===== config.mk =====
export PLATFORM = sky130hd
export DESIGN_NAME = mem_lsu
export DESIGN_NICKNAME = d
export VERILOG_FILES = /design/src/rtl/mem_lsu.sv
export SDC_FILE = /design/constraint.sdc
export NUM_CORES = 1
export LEC_CHECK = 0
export ABC_AREA = 1
export CAP_MARGIN = 30
export CORE_MARGIN = 8
export CORE_UTILIZATION = 46
export CTS_BUF_LIST = sky130_fd_sc_hd__clkbuf_16
export CTS_CLUSTER_SIZE = 10
export DETAILED_ROUTE_END_ITERATION = 8
export PLACE_DENSITY_LB_ADDON = 0.12
export SLEW_MARGIN = 10
export SYNTH_ARGS = -nofsm -noshare
export SYNTH_HDL_FRONTEND = slang
export SYNTH_SLANG_ARGS = --single-unit

===== constraint.sdc =====
create_clock -name clk -period 4.2 [get_ports clk]
set_input_delay 0.84 -clock clk [delete_from_list [all_inputs] [get_ports clk]]
set_output_delay 0.84 -clock clk [all_outputs]
set_load 0.01 [all_outputs]

===== src/rtl/mem_lsu.sv =====
// Memory-stage load/store unit: turns the EX/MEM load or store into one SRAM-like bus
// transaction, stalls the pipeline while it runs and returns the extended load data.
module mem_lsu (
   input  logic        clk,
   input  logic        resetn,
   input  logic        exmem_mem_r,
   input  logic        exmem_mem_w,
   input  logic        mem_nop,
   input  logic [31:0] exmem_excepttype,
   input  logic        cu_flush,
   input  logic        ext_stall,
   input  logic [31:0] exmem_alu_res,
   input  logic [31:0] exmem_aligned_rt_data,
   input  logic [3:0]  mem_byte_w_en_out,
   input  logic [2:0]  exmem_load_sel,
   output logic        data_req,
   output logic        data_wr,
   output logic [1:0]  data_size,
   output logic [31:0] data_addr,
   output logic [31:0] data_wdata,
   output logic [3:0]  data_wstrb,
   input  logic        data_addr_ok,
   input  logic        data_data_ok,
   input  logic [31:0] data_rdata,
   output logic        lsu_stall,
   output logic [31:0] load_data,
   output logic        load_valid
);
   // state | meaning
   // IDLE  | no transaction; latch a new access from EX/MEM
   // REQ   | data_req high until the bus accepts the address
   // WAIT  | address accepted, waiting for data_data_ok
   // DONE  | result presented, pipeline released; hold while ext_stall
   typedef enum logic [1:0] {IDLE, REQ, WAIT, DONE} state_t;

   state_t      state;
   logic        cancel;
   logic [31:0] addr_q;
   logic [31:0] wdata_q;
   logic [3:0]  wstrb_q;
   logic        wr_q;
   logic [2:0]  sel_q;
   logic [1:0]  size_q;
   logic        access;
   logic [1:0]  size_d;
   logic [7:0]  byte_sel;
   logic [15:0] half_sel;
   logic [31:0] ext_data;

   assign access = (exmem_mem_r | exmem_mem_w) & ~mem_nop &
                   (exmem_excepttype == 32'd0) & ~cu_flush;

   always_comb begin
      size_d = 2'd2;
      if (exmem_mem_w) begin
         case ($countones(mem_byte_w_en_out))
            1:       size_d = 2'd0;
            2:       size_d = 2'd1;
            default: size_d = 2'd2;
         endcase
      end else begin
         case (exmem_load_sel)
            3'd1, 3'd2: size_d = 2'd0;
            3'd3, 3'd4: size_d = 2'd1;
            default:    size_d = 2'd2;
         endcase
      end
   end

   always_comb begin
      byte_sel = data_rdata[7:0];
      case (addr_q[1:0])
         2'd0: byte_sel = data_rdata[7:0];
         2'd1: byte_sel = data_rdata[15:8];
         2'd2: byte_sel = data_rdata[23:16];
         2'd3: byte_sel = data_rdata[31:24];
      endcase
      half_sel = addr_q[1] ? data_rdata[31:16] : data_rdata[15:0];
      case (sel_q)
         3'd1:    ext_data = {{24{byte_sel[7]}}, byte_sel};
         3'd2:    ext_data = {24'd0, byte_sel};
         3'd3:    ext_data = {{16{half_sel[15]}}, half_sel};
         3'd4:    ext_data = {16'd0, half_sel};
         default: ext_data = data_rdata;
      endcase
   end

   always_ff @(posedge clk or negedge resetn) begin
      if (!resetn) begin
         state      <= IDLE;
         cancel     <= 1'b0;
         addr_q     <= 32'd0;
         wdata_q    <= 32'd0;
         wstrb_q    <= 4'd0;
         wr_q       <= 1'b0;
         sel_q      <= 3'd0;
         size_q     <= 2'd0;
         load_data  <= 32'd0;
         load_valid <= 1'b0;
      end else begin
         case (state)
            IDLE: if (access) begin
               addr_q  <= exmem_alu_res;
               wdata_q <= exmem_aligned_rt_data;
               wstrb_q <= mem_byte_w_en_out;
               wr_q    <= exmem_mem_w;
               sel_q   <= exmem_load_sel;
               size_q  <= size_d;
               state   <= REQ;
            end
            REQ: begin
               // the request is never withdrawn; a flush only marks it cancelled
               if (cu_flush) cancel <= 1'b1;
               if (data_addr_ok) state <= WAIT;
            end
            WAIT: begin
               if (data_data_ok) begin
                  if (cancel | cu_flush) begin
                     cancel <= 1'b0;
                     state  <= IDLE;
                  end else begin
                     if (!wr_q) load_data <= ext_data;
                     load_valid <= ~wr_q;
                     state      <= DONE;
                  end
               end else if (cu_flush) begin
                  cancel <= 1'b1;
               end
            end
            DONE: if (cu_flush | ~ext_stall) begin
               load_valid <= 1'b0;
               state      <= IDLE;
            end
            default: state <= IDLE;
         endcase
      end
   end

   assign data_req   = (state == REQ);
   assign data_wr    = wr_q;
   assign data_size  = size_q;
   assign data_addr  = addr_q;
   assign data_wdata = wdata_q;
   assign data_wstrb = wr_q ? wstrb_q : 4'd0;
   // gated by resetn so the stall reads 0 during reset even with an access pending
   assign lsu_stall  = resetn & (((state == IDLE) & access) | (state == REQ) | (state == WAIT));
endmodule


**After elaboration in Yosys (flattened, before gate mapping)**

Cells that the tools add are included.

- Flip-flop bits (word level): 110
- Logic and storage cells: 83
- Output and inout bits: 106

- Add/subtract/negate cells: 3
- Multiplexer cells: 21
- Reductions and logical operators: 12
- Equality and inequality tests: 22
- Bitwise logic cells: 15

Operator list:

| cell | number |
|---|---|
| $pmux W32 S4 | 1 |
| $logic_not A32 Y1 | 1 |
| $pmux W8 S4 | 1 |
| $mux W16 | 1 |
| $eq A3 B2 Y1 const B | 5 |
| $mux W2 | 6 |
| $reduce_and A4 Y1 | 3 |
| $eq A3 B1 Y1 const B | 3 |
| $eq A2 B2 Y1 const B | 4 |
| $ne A2 B2 Y1 const B | 4 |
| $pmux W2 S2 | 2 |
| $pmux W2 S4 | 1 |
| $eq A3 B3 Y1 const B | 2 |
| $mux W1 | 6 |
| $and A1 B1 Y1 | 5 |
| $not A1 Y1 | 5 |
| $or A1 B1 Y1 | 5 |
| $add A1 B1 Y2 | 2 |
| $eq A2 B1 Y1 const B | 2 |
| $logic_not A2 Y1 | 2 |
| $mux W4 | 1 |
| $pmux W1 S2 | 2 |
| $reduce_and A2 Y1 | 2 |
| $reduce_bool A2 Y1 | 2 |
| 4 further kinds | 5 |

**Logic depth before layout (Yosys ltp)**

Gate-level depths: netlist of run 1.

- Depth in word-level cells: 8
- Depth in mapped cells: 12
- Depth with buffers taken out: 12

**Worst setup path after synthesis of run 1**

Ideal clock, no wire load.

- Kind: input -> register
- Start: in mem_byte_w_en_out[0]
- End: reg size_q[1], in the netlist data_size[1]
- Path slack: 1.691 ns
- Data arrival time: 2.396 ns
- Cell stages on the path: 11
- Cells stage by stage: inv_1 > fa_1 > inv_1 > ha_1 > ha_1 > nor3_1 > nor2_1 > a21oi_1 > nand4_1 > nand2_1 > inv_1

- Cells in the longest elaborated chain, start to end: 5

RTL lines:

| what | line | RTL |
|---|---|---|
| start, declared | 14 | `input logic [3:0] mem_byte_w_en_out,` |
| $add A1 B1 Y2 (implied by the code) (*) | 56 | `case ($countones(mem_byte_w_en_out))` |
| $add A2 B2 Y3 (implied by the code) (*) | 56 |  |
| $eq A3 B2 Y1 / $eq A3 B1 Y1 (equally long branches) | 56 |  |
| $pmux W2 S2 (*) | 56 |  |
| $mux W2 (*) | 55 | `if (exmem_mem_w) begin` |
| end signal, assigned | 108 | `size_q <= size_d;` |
| end, declared | 43 | `logic [1:0] size_q;` |

Mark *: on every way between the ends. The rest lies on a longest branch, timed or not.
A chain may end at the register's enable or synchronous reset.

**Worst setup path in the final report of run 1**

- Start: in cu_flush
- End: out lsu_stall

- Cells in the longest elaborated chain, start to end: 6

RTL lines:

| what | line | RTL |
|---|---|---|
| start, declared | 10 | `input logic cu_flush,` |
| $not A1 Y1 | 51 | `(exmem_excepttype == 32'd0) & ~cu_flush;` |
| $and A1 B1 Y1 | 51 |  |
| $and A1 B1 Y1 | 146 | `assign lsu_stall = resetn & (((state == IDLE) & access) \| (state == REQ) \| (state == WAIT));` |
| $or A1 B1 Y1 (2 in a row) | 146 |  |
| $and A1 B1 Y1 | 146 |  |
| end, declared | 25 | `output logic lsu_stall,` |

No other way between the ends.

==> results of run 1 <==
## sequential cells by signal, summed over array words and instances (netlist names)
signal and flops:
data_wr 1, cancel 1, data_size 2, data_addr 32
load_data 32, state 2, data_wdata 32, load_valid 1
wstrb_q 4, sel_q 3
## logic make-up after synthesis
family | synth area share [%]
compound gates | 18.90
simple gates | 19.32
buf+inv | 12.51
fa+ha+maj | 0.7931
flops | 48.47
## metrics by stage
step | util [%] | power (uW) | area (um^2)
3_5_place_dp | 67.65 | 2324 | 8125
4_1_cts | 70.27 | 3240 | 8441
6_report | 70.27 | 3200 | 8441
5_1_grt | 70.27 | 3378 | 8441
3_3_place_gp | 67.65 | 2295 | 8125
2_1_floorplan | - | 1723 | 5679
## worst max-delay path, delay by kind of cell
| kind | cells | cell delay (ps) |
|---|---|---|
| AO/OA/AOI/OAI | 2 | 330 |
| buffers and inverters | 2 | 980 |
| AND/OR/NAND/NOR | 4 | 530 |
## cells in the final DEF (no fill, tap or decap), types with 2 or more instances in the layout
master and instances:
sky130_fd_sc_hd__a21oi_1 30, sky130_fd_sc_hd__a21oi_2 10, sky130_fd_sc_hd__a31oi_1 8, sky130_fd_sc_hd__buf_4 5, sky130_fd_sc_hd__bufinv_16 2, sky130_fd_sc_hd__clkbuf_16 9
sky130_fd_sc_hd__clkdlybuf4s50_1 248, sky130_fd_sc_hd__clkinv_2 2, sky130_fd_sc_hd__dfrtp_1 110, sky130_fd_sc_hd__ha_1 2, sky130_fd_sc_hd__inv_1 106, sky130_fd_sc_hd__inv_2 5
sky130_fd_sc_hd__inv_4 2, sky130_fd_sc_hd__nand2_1 153, sky130_fd_sc_hd__nand2_2 3, sky130_fd_sc_hd__nand2_4 2, sky130_fd_sc_hd__nand3_1 19, sky130_fd_sc_hd__nand4_1 2
sky130_fd_sc_hd__nor2_1 67, sky130_fd_sc_hd__nor3_1 3, sky130_fd_sc_hd__o211ai_1 7, sky130_fd_sc_hd__o21ai_0 20, sky130_fd_sc_hd__o21ai_1 10, sky130_fd_sc_hd__o21ai_2 65
sky130_fd_sc_hd__or2_2 6
## per-layer routing
metal / global-route usage [%] / up-vias / part of all wire, %
met5: 0 / - / 0
met4: 5.668 / 0 / 1.2
met3: 9.151 / 16 / 10
met2: 36.51 / 189 / 51
met1: 22.30 / 2418 / 37
li1: - / 2557 / -
## power by group
part | switching [uW] | total (uW) | internal [uW] | leakage (uW)
sequential | 101 | 1330 | 1230 | 0.00146
combinational | 422 | 959 | 537 | 0.00240
clock | 388 | 908 | 520 | 0.000157
total | 911 | 3200 | 2290 | 0.00403
## cell type report
| cell class | count | area, um^2 | area share (%) |
|---|---|---|---|
| Timing Repair Buffer | 254 | 2540 | 30.09 |
| Clock buffer | 9 | 225.2 | 2.668 |
| Sequential cell | 110 | 2753 | 32.61 |
| Tap cell | 147 | 183.9 | 2.179 |
| Inverter | 112 | 425.4 | 5.040 |
| Clock inverter | 7 | 90.09 | 1.067 |
| Multi-Input combinational cell | 418 | 2223 | 26.34 |
## worst max path at each step
| stage | end | slack, ps |
|---|---|---|
| after floorplan | data_size[1] | 1690 |
| after global placement | lsu_stall | 700 |
| after detailed placement | lsu_stall | 670 |
| after CTS | lsu_stall | 670 |
| after global routing | lsu_stall | 460 |
| final | lsu_stall | 680 |
==> flow_summary.toml, run 1 <==
[die]
boundaryPins = 250
core_area_um2 = 12010
die_w_um = 127.1
fp.dieH_um = 127.1
floorplan.initialDensity_pct = 47.28
rows = 40
floorplan.die_area_um2 = 16160

[setup_path]
reg2reg_from = "state[0]"
r2r_setup_slack_ps = 2080
timing.rr.end = "data_addr[16]"
start_kind = "input pin"
critPathKind = "in -> out"
max_stage_delay_cell_worst_path = "sky130_fd_sc_hd__clkdlybuf4s50_1"
endpoint_kind = "primary output"
crit_path_cells = "clkdlybuf4s50_1 -> nor2_1 -> o21ai_1 -> nor2_1 -> nand3_1 -> o21bai_1 -> and3_1 -> clkdlybuf4s50_1"
worst_path_largest_cell_delay_ps = 540
r2r.worst_path.cells = 5
critPathArrivalTime_ps = 2680
worst-endpoint-required_ps = 3360
startpoint = "cu_flush"
critical_path.max_fanout = 4

[synth]
synth.yosys.seq_area_share_pct = 48.47
synthTopCellsByArea = "sky130_fd_sc_hd__dfrtp_1 (48%), sky130_fd_sc_hd__nand2_1 (10%), sky130_fd_sc_hd__o21ai_2 (10%)"
synth.most_common_cell = "sky130_fd_sc_hd__nand2_1"
netlist_area_before_placement_um2 = 5679
postSynthRegisterBits = 110
yosys_warnings = 0
postSynthNetCount = 818
synth_instances = 671
avgSynthCellArea_um2 = 8.464
synthTopCellsByCount = "sky130_fd_sc_hd__nand2_1 (153), sky130_fd_sc_hd__dfrtp_1 (110), sky130_fd_sc_hd__inv_1 (105), sky130_fd_sc_hd__nor2_1 (67), sky130_fd_sc_hd__o21ai_2 (65)"
synth-edff-count = 0
synth_top_area_share_pct = 48.47
post_synthesis_async_set_or_reset_flop_share_pct = 100.0
top_cell_type_by_total_area_after_synthesis = "sky130_fd_sc_hd__dfrtp_1"
yosys_most_used_dff = "sky130_fd_sc_hd__dfrtp_1"
synth.distinct_cells = 34

[worst_hold_path]
hold_path_startpoint = "data_wdata[19]"
hold-path-cell-count = 2
hold_path_class = "reg -> reg"
holdPathEnd = "data_wdata[19]"

[routing]
drt_drc_violations_left = 0
drt_wl_total_um = 16780
drt_iter0_markers = 400
detailedRoute.firstPassIterationCount = 5
num_vias = 5180
ant_nets = 0
avgRoutedWirePerCell_um = 15.88
viasPerCell = 4.901

[cts]
htreeDepth = 3
path_clk_slew_ps = 70
cts_setup_buffers = 0
insertion_delay_ps = 350
cts_inserted_buffers = 9
tritoncts = "done"
cts_hold_repair.buffers = 0
cts_max_path_buffers = 2
clock-root-buffer = "sky130_fd_sc_hd__clkbuf_16"
clock-sinks = 110
cts-resized-gates = 0

[global_route]
number_of_antenna_violations_at_the_first_check_in_global_routing = 0
track_usage_pct = 20.80
grt.overflow.total = 0
number_of_global_route_vias_before_repair = 5366
grt_max_degree = 80
first_pass_grt_wire_length_um = 26990

[timing]
hold_ws_ps = 482.3
setup_repair_after_global_routing_missed_its_margin = "false"
finalMaxSlewViolations = 0
timing.final.hold_violations = 0
setup_ws_ps = 684.9
max_clock_freq_ghz = 0.2845
post-route-min-period_ps = 3515
final.setup_skew_ps = 9.299
min_period_over_period_pct = 83.69
worst_pin_slew_ps = 720.5
max_slew_margin_pct = 51.97
final.setup.tns_ps = 0
setup_viol = 0

[final_layout]
diodes_inserted = 0
nNetsFinal = 1052
fillerInstances = 969
proportion_of_layout_cells_with_a_drive_suffix_above_1_pct = 13.08
post_route_insts_no_fill = 1057
area.growth.synth_to_final_pct = 48.62

[status]
status = "complete, no violations"

[placed_design]
dp_slack_ps = 669.4
detailedPlacementHpwl_um = 12950
place.gp.congestion = 0.8573
placedCellCount = 1041
buffer_ports.inserted = 249

[pwr]
power.static_leakage_uw = 0.004025
power.density_cell_area_nw_per_um2 = 379.1
vdd_ir_max_mv = 0.2727

[run]
drv_cap = 0
Power figures use the tool's default switching activity.
==> inputs of run 2 (changes only) <==
- CORE_UTILIZATION: 46 -> 43
- clock period: 4.2 -> 3.6 ns (I/O delays scaled with it)
==> flow_summary.toml, run 2 (synthesis results as in run 1) <==
[die]
floorplan.initialDensity_pct = 43.40
rows = 42
core_area_um2 = 13090
floorplan.die_area_um2 = 17140
die_w_um = 130.9
fp.dieH_um = 130.9
boundaryPins = 250

[timing]
max_clock_freq_ghz = 0.3039
timing.final.hold_violations = 0
finalMaxSlewViolations = 0
post-route-min-period_ps = 3290
final.setup_skew_ps = 10.40
max_slew_margin_pct = 52.28
setup_repair_after_global_routing_missed_its_margin = "false"
worst_pin_slew_ps = 715.9
min_period_over_period_pct = 91.40
final.setup.tns_ps = 0
setup_viol = 0

[routing]
viasPerCell = 4.775
detailedRoute.firstPassIterationCount = 6
num_vias = 5186
drt_iter0_markers = 309
drt_wl_total_um = 16770
drt_drc_violations_left = 0
ant_nets = 0
avgRoutedWirePerCell_um = 15.44

[cts]
cts-resized-gates = 0
cts_setup_buffers = 0
cts_max_path_buffers = 2
cts_inserted_buffers = 9
cts_hold_repair.buffers = 0
tritoncts = "done"
insertion_delay_ps = 350
clock-sinks = 110
path_clk_slew_ps = 70
clock-root-buffer = "sky130_fd_sc_hd__clkbuf_16"
htreeDepth = 3

[global_route]
global_route.peak_usage_layer = "met2"
track_usage_pct = 19.90
use_met1_pct = 22.87
first_pass_grt_wire_length_um = 26520
grt_util_met3_pct = 8.401
grt.overflow.total = 0
number_of_antenna_violations_at_the_first_check_in_global_routing = 0
use_met2_pct = 32.71
number_of_global_route_vias_before_repair = 5339
grt_max_degree = 71

[placed_design]
place.gp.congestion = 0.8765
buffer_ports.inserted = 249
placement.cell_area_um2 = 8174
detailedPlacementHpwl_um = 12970

[final_layout]
layout.cells.most_common_list = "sky130_fd_sc_hd__clkdlybuf4s50_1 (248), sky130_fd_sc_hd__nand2_1 (153), sky130_fd_sc_hd__dfrtp_1 (110), sky130_fd_sc_hd__inv_1 (105), sky130_fd_sc_hd__nor2_1 (67)"
diodes_inserted = 0
layout.cells.most_common = "sky130_fd_sc_hd__clkdlybuf4s50_1"
cell_area_after_layout_um2 = 8441
fillerInstances = 1103
nNetsFinal = 1052
proportion_of_layout_cells_with_a_drive_suffix_above_1_pct = 12.86
area.growth.synth_to_final_pct = 48.62

[worst_hold_path]
hold_path_startpoint = "data_wdata[5]"
hold_path_class = "reg -> reg"
hold-path-cell-count = 2

[setup_path]
worst-endpoint-required_ps = 2880
reg2reg_from = "sel_q[1]"
endpoint_kind = "primary output"
startpoint = "exmem_mem_w"
start_kind = "input pin"
critical_path.max_fanout = 5
critPathKind = "in -> out"
r2r.worst_path.cells = 8
critPathArrivalTime_ps = 2570

[pwr]
power.density_cell_area_nw_per_um2 = 425.1
power.static_leakage_uw = 0.004003
vdd_ir_max_mv = 0.2276

[status]
status = "complete, no violations"

[run]
drv_cap = 0
## run 2: metal layers
metal  wire length [um]  vias to the layer above
li1                   -                     2564
met1               6332                     2428
met2               8307                      180
met3               1909                       14
met4                221                        0
met5                  0                        -
## run 2: critical path, cell delays in order
cell and delay [ps]:
sky130_fd_sc_hd__clkdlybuf4s50_1 560, sky130_fd_sc_hd__o21ai_1 100, sky130_fd_sc_hd__nor2_1 80, sky130_fd_sc_hd__nand3_1 110, sky130_fd_sc_hd__o21bai_1 260, sky130_fd_sc_hd__and3_1 200
sky130_fd_sc_hd__clkdlybuf4s50_1 540
## run 2: path summary, 6_finish.rpt
path	endpoint	slack (ps)
min in group asynchronous	load_valid	520
max in group asynchronous	state[1]	1870
worst max-delay path	lsu_stall	310
worst min-delay path	data_wdata[5]	480
worst min register to register	data_wdata[5]	480
worst max register to register	load_data[4]	1580
## run 2: report_power, final
group	leakage (uW)	switching, uW	internal, uW
combinational	0.00241	489	626
sequential	0.00146	118	1440
clock	0.000128	454	464
total	0.00400	1060	2530
## run 2: final cells by class
cell class | count | area (um^2) | share of cell area [%]
clock inverters | 7 | 41.29 | 0.4892
well taps | 176 | 220.2 | 2.609
multi-input cells | 418 | 2223 | 26.34
inverters | 112 | 425.4 | 5.040
clock buffers | 9 | 225.2 | 2.668
flip-flops and latches | 110 | 2753 | 32.61
repair buffers | 254 | 2552 | 30.24
## run 2: metrics by stage
step,std cells,hold WS (ps),total power (uW),util [%],setup WS [ps]
global placement,1070,463.2,2676,62.47,331.7
CTS,1086,485.4,3628,64.51,316.7
finish,1086,479.3,3588,64.51,309.6
floorplan,671,424.4,2010,-,1211
global route,1086,501.6,3800,64.51,118.6
detailed placement,1070,467.9,2704,62.47,317.6
